===== config.mk =====
export PLATFORM = sky130hd
export DESIGN_NAME = intra_block_fetch
export DESIGN_NICKNAME = d
export VERILOG_FILES = /design/src/rtl/intra_block_fetch.sv
export SDC_FILE = /design/constraint.sdc
export NUM_CORES = 1
export LEC_CHECK = 0
export ABC_AREA = 1
export BUFFER_PORTS_ARGS = -buffer_cell sky130_fd_sc_hd__buf_4
export CAP_MARGIN = 30
export CORE_AREA = 2 2 131 133
export CTS_BUF_LIST = sky130_fd_sc_hd__clkbuf_16
export DETAILED_ROUTE_END_ITERATION = 10
export DIE_AREA = 0 0 133 135
export GPL_ROUTABILITY_DRIVEN = 0
export MAX_ROUTING_LAYER = met4
export PLACE_DENSITY = 0.91
export SLEW_MARGIN = 20
export SYNTH_ARGS = -nofsm -noshare
export SYNTH_HDL_FRONTEND = slang
export SYNTH_SLANG_ARGS = --single-unit

===== constraint.sdc =====
create_clock -name clk -period 3.9 [get_ports clk]
set_input_delay 0.39 -clock clk [delete_from_list [all_inputs] [get_ports clk]]
set_output_delay 0.39 -clock clk [all_outputs]
set_load 0.01 [all_outputs]

===== src/rtl/intra_block_fetch.sv =====
// Luma 4x4 block fetcher: raster-walks the frame, reads each block row by row
// and offers the packed block alternately to intra engines 1 and 2.
module intra_block_fetch #(
  parameter int FRAME_W = 1280,
  parameter int FRAME_H = 720,
  parameter int ADDR_W  = 18
) (
  input  logic              clk,
  input  logic              reset,
  input  logic              enable,
  output logic              mem_rd,
  output logic [ADDR_W-1:0] mem_addr,
  input  logic [31:0]       mem_rdata,
  output logic [127:0]      blk_data,
  output logic [15:0]       blk_row,
  output logic [15:0]       blk_col,
  output logic              e1_valid,
  input  logic              e1_ready,
  output logic              e2_valid,
  input  logic              e2_ready,
  output logic              busy,
  output logic              frame_done
);

  typedef enum logic [2:0] {
    IDLE,
    READ,
    WAIT,
    OFFER,
    DONE
  } state_t;

  localparam logic [ADDR_W-1:0] WPR = ADDR_W'(FRAME_W / 4);
  localparam logic [ADDR_W-1:0] ROW_STEP = ADDR_W'(3 * (FRAME_W / 4) + 1);
  localparam logic [15:0] LAST_COL = 16'(FRAME_W - 4);
  localparam logic [15:0] LAST_ROW = 16'(FRAME_H - 4);

  state_t              state_q;
  logic [1:0]          cnt_q;
  logic                tgl_q;
  logic [ADDR_W-1:0]   base_q;
  logic [ADDR_W-1:0]   addr_q;
  logic                rd_q;
  logic [127:0]        data_q;
  logic [15:0]         row_q;
  logic [15:0]         col_q;
  logic                v1_q;
  logic                v2_q;

  logic                xfer;
  logic                last_col;
  logic [ADDR_W-1:0]   base_d;

  assign xfer     = (v1_q & e1_ready) | (v2_q & e2_ready);
  assign last_col = (col_q == LAST_COL);

  // base_q tracks the word address of the current block's top row
  assign base_d = base_q + (last_col ? ROW_STEP : ADDR_W'(1));

  always_ff @(posedge clk or negedge reset) begin
    if (!reset) begin
      state_q <= IDLE;
      cnt_q   <= '0;
      tgl_q   <= 1'b0;
      base_q  <= '0;
      addr_q  <= '0;
      rd_q    <= 1'b0;
      data_q  <= '0;
      row_q   <= '0;
      col_q   <= '0;
      v1_q    <= 1'b0;
      v2_q    <= 1'b0;
    end else begin
      unique case (state_q)
        IDLE: begin
          if (enable) begin
            row_q   <= '0;
            col_q   <= '0;
            tgl_q   <= 1'b0;
            base_q  <= '0;
            addr_q  <= '0;
            rd_q    <= 1'b1;
            cnt_q   <= '0;
            state_q <= READ;
          end
        end
        READ: begin
          if (cnt_q != 2'd0)
            data_q <= {data_q[95:0], mem_rdata};
          cnt_q <= cnt_q + 2'd1;
          if (cnt_q == 2'd3) begin
            rd_q    <= 1'b0;
            state_q <= WAIT;
          end else begin
            addr_q <= addr_q + WPR;
          end
        end
        WAIT: begin
          data_q  <= {data_q[95:0], mem_rdata};
          v1_q    <= ~tgl_q;
          v2_q    <= tgl_q;
          state_q <= OFFER;
        end
        OFFER: begin
          if (xfer) begin
            v1_q  <= 1'b0;
            v2_q  <= 1'b0;
            tgl_q <= ~tgl_q;
            if (last_col && row_q == LAST_ROW) begin
              col_q   <= '0;
              state_q <= DONE;
            end else begin
              if (last_col) begin
                col_q <= '0;
                row_q <= row_q + 16'd4;
              end else begin
                col_q <= col_q + 16'd4;
              end
              base_q  <= base_d;
              addr_q  <= base_d;
              rd_q    <= 1'b1;
              cnt_q   <= '0;
              state_q <= READ;
            end
          end
        end
        DONE: begin
          if (!enable)
            state_q <= IDLE;
        end
        default: state_q <= IDLE;
      endcase
    end
  end

  assign mem_rd     = rd_q;
  assign mem_addr   = addr_q;
  assign blk_data   = data_q;
  assign blk_row    = row_q;
  assign blk_col    = col_q;
  assign e1_valid   = v1_q;
  assign e2_valid   = v2_q;
  assign busy       = (state_q == READ) || (state_q == WAIT) ||
                      (state_q == OFFER);
  assign frame_done = (state_q == DONE);

endmodule

==> flow_metrics.env <==
export IMPL_grt_overflow=0
export IMPL_wl_per_cell_um=16.8
export IMPL_antenna_found_initial=0
export IMPL_ys_types=40
export IMPL_grt_pass1_vias=8108
export IMPL_cp_common_cell="nand2_1"
export IMPL_powerDensity_nw_per_um2=848
export IMPL_dpl_hpwl_mm=17.5
export IMPL_drv_slew=0
export IMPL_setup_ws_ns=1.32
export IMPL_htree_num_levels=1
export IMPL_drtPass1Iterations=5
export IMPL_slew_headroom_pct=61.2
export IMPL_layout_common_cells="nand2_1 (298), buf_4 (217), dfrtp_1 (201)"
export IMPL_hold_viol=0
export IMPL_final_cells=1526
export IMPL_crit_arrival_ns=3.02
export IMPL_tns_ns=0
export IMPL_syn_area_sq_um=9600
export IMPL_cts_root_buffer_cell="clkbuf_16"
export IMPL_drt_total_wl_mm=25.6
export IMPL_ys_seq_area_share_pct=52.4
export IMPL_yosysWarnings=0
export IMPL_swShare_pct=39.2
export IMPL_setup_violations=0
export IMPL_ir_drop_mv=0.640
export IMPL_timing_final_crit_share_pct=66.1
export IMPL_diodes=0
export IMPL_clock_sink_count=201
export IMPL_synth_edff_count=0
export IMPL_internal_power_uw=6230
export IMPL_max_cap_viol_count=0
export IMPL_die_x_um=133
export IMPL_crit_fanout=8
export IMPL_crit_path_max_incr_delay_ns=0.41
export IMPL_placedCellCount=1485
export IMPL_numCtsBuffers=22
export IMPL_area_growth_pct=25.9
export IMPL_ys_ff_latch=201
export IMPL_ant_nets=0
export IMPL_final_common_cell="nand2_1"
export IMPL_max_freq_ghz=0.388
export IMPL_vias_per_cell=5.42
export IMPL_dp_slack_ns=1.40
export IMPL_leakagePower_uw=0.00621
export IMPL_initial_core_util_pct=58.5
export IMPL_clockBufferDepth=3
export IMPL_dieArea_sq_um=18000
export IMPL_p_sw_uw=4030
export IMPL_finalPower_uw=10300
export IMPL_critPathTopFamily="simple AND/OR/NAND/NOR gates"
export IMPL_via_count=8278
export IMPL_track_usage_pct=29.5
export IMPL_worst_pin_slew_ns=0.581
export IMPL_critPathBufInv=1
export IMPL_period_needed_ns=2.58
export IMPL_setup_worst_path_class="flop to flop"
export IMPL_layout_drive_gt1_share_pct=26.4
export IMPL_skew_ns=0.0248
export IMPL_grt_setup_unrepaired="false"
export IMPL_critPathRequiredTime_ns=4.34
export IMPL_io_pins=220
export IMPL_p_comb_share_pct=45.7
export IMPL_cts_setup_buffers=0
export IMPL_syn_instance_count=1079
export IMPL_cts_resized=0
export IMPL_rows=47
export IMPL_cp_slowest_cell="dfrtp_1"
export IMPL_die_height_um=135
export IMPL_start_kind="flop"
export IMPL_synth_avg_cell_area_sq_um=8.90
export IMPL_drtIter0Drc=771
export IMPL_grt_pass1_wl_mm=41.5
export IMPL_whs_ns=0.0984
export IMPL_insertion_delay_ns=0.52
export IMPL_io_buffers=215
export IMPL_outcome="finished, final reports clean"
export IMPL_cp_end_kind="flop"
export IMPL_pwr_share_seq_pct=34.7
export IMPL_path_cells="ha_1 > nand2_1 > inv_1 > nand2_1 > nor2_2 > ha_1 > nand2_1 > nor2_1 > nand3_1 > nand3_1 > nand2_1 > nand2_1 > nor2_1 > nor2_1 > nor2_1"
export IMPL_final_nets=1339
export IMPL_hp_class="input port to flop"
export IMPL_synthArstFlopShare_pct=100
export IMPL_remaining_drc_errors=0
export IMPL_cts_tree="built"
export IMPL_grt_max_degree=122
export IMPL_ys_flop_type="dfrtp_1"
export IMPL_coreArea_sq_um=16400
export IMPL_clkTransAtPathRegs_ns=0.06
export IMPL_p_clk_share_pct=19.6
==> power groups by stage <==
stage	combinational, uW	clock, uW	sequential (uW)
5_1_grt	5060	2120	3640
6_report	4680	2010	3560
3_3_place_gp	4390	0	3490
2_1_floorplan	2560	0	3740
3_5_place_dp	4600	0	3540
4_1_cts	4690	2030	3550
==> timing repair <==
action	CTS	global route
setup endpoints to repair	0	0
hold buffers	0	1
endpoints found under the hold margin	0	38
==> metal layers <==
layer / vias up / GRT usage [%] / part of all wire, %
met5: - / - / 0
met4: 0 / 8.48 / 2.8
met3: 74 / 7.09 / 9.0
met2: 380 / 49.9 / 50
met1: 3955 / 35.6 / 38
li1: 3869 / - / -
==> worst paths after layout <==
kind,start,depth (start not counted),slack (ns),endpoint
max,blk_col[3],15,1.32,mem_addr[13]
min,mem_rdata[30],2,0.1,blk_data[30]
max reg2reg,blk_col[3],15,1.32,mem_addr[13]
min reg2reg,mem_addr[3],2,0.48,mem_addr[3]
max in group asynchronous,reset,4,2.36,blk_data[59]
min in group asynchronous,reset,2,0.37,blk_col[5]
==> registers in the layout (all words and copies together) (netlist names) <==
name      flops
base_q       18
blk_col      14
blk_data    128
blk_row      14
cnt_q         2
e1_valid      1
e2_valid      1
mem_addr     18
mem_rd        1
state_q       3
tgl_q         1
==> per-stage QoR <==
stage	cell area, sq um	util (%)
finish	12100	73.7
global route	12100	73.7
CTS	12100	73.5
detailed placement	11400	69.2
global placement	11300	69.1
floorplan	9610	-
==> logic make-up after synthesis <==
family,synth area share [%]
adder cells (fa/ha/maj),1.43
buffers and inverters,6.68
XOR/XNOR,1.09
AND/OR/NAND/NOR,22.6
other,0.0391
flip-flops,52.4
multiplexers,9.07
AO/OA/AOI/OAI,6.68
==> Yosys cell counts (3+ instances only) <==
cell	number	share of area, %
nand2_1	298	12
dfrtp_1	201	52
nor2_1	115	4.5
inv_1	103	4.0
o21ai_0	58	3.0
nand3_1	53	2.8
mux2_2	48	5.6
a21oi_1	44	2.3
mux2_4	22	3.4
nor3_1	14	0.73
buf_2	12	0.63
ha_1	11	1.4
o21ai_1	10	0.52
xor2_1	10	0.91
buf_4	9	0.70
nand4_1	9	0.59
clkbuf_1	8	0.31
buf_6	6	0.70
inv_2	6	0.23
nand3b_1	5	0.39
nor2_2	5	0.33
nand2_2	3	0.20
nor2_4	3	0.35
or2_2	3	0.20
==> area by class of cell <==
type / count / area (sq um)
timing repair buffer: 222 / 1730
sequential: 201 / 5030
clock inverter: 17 / 145
inverter: 109 / 409
tap: 220 / 275
multi-input combinational: 735 / 3960
clock buffer: 22 / 551
fill: 1103 / 4310
(Power assumes the default switching activity.)
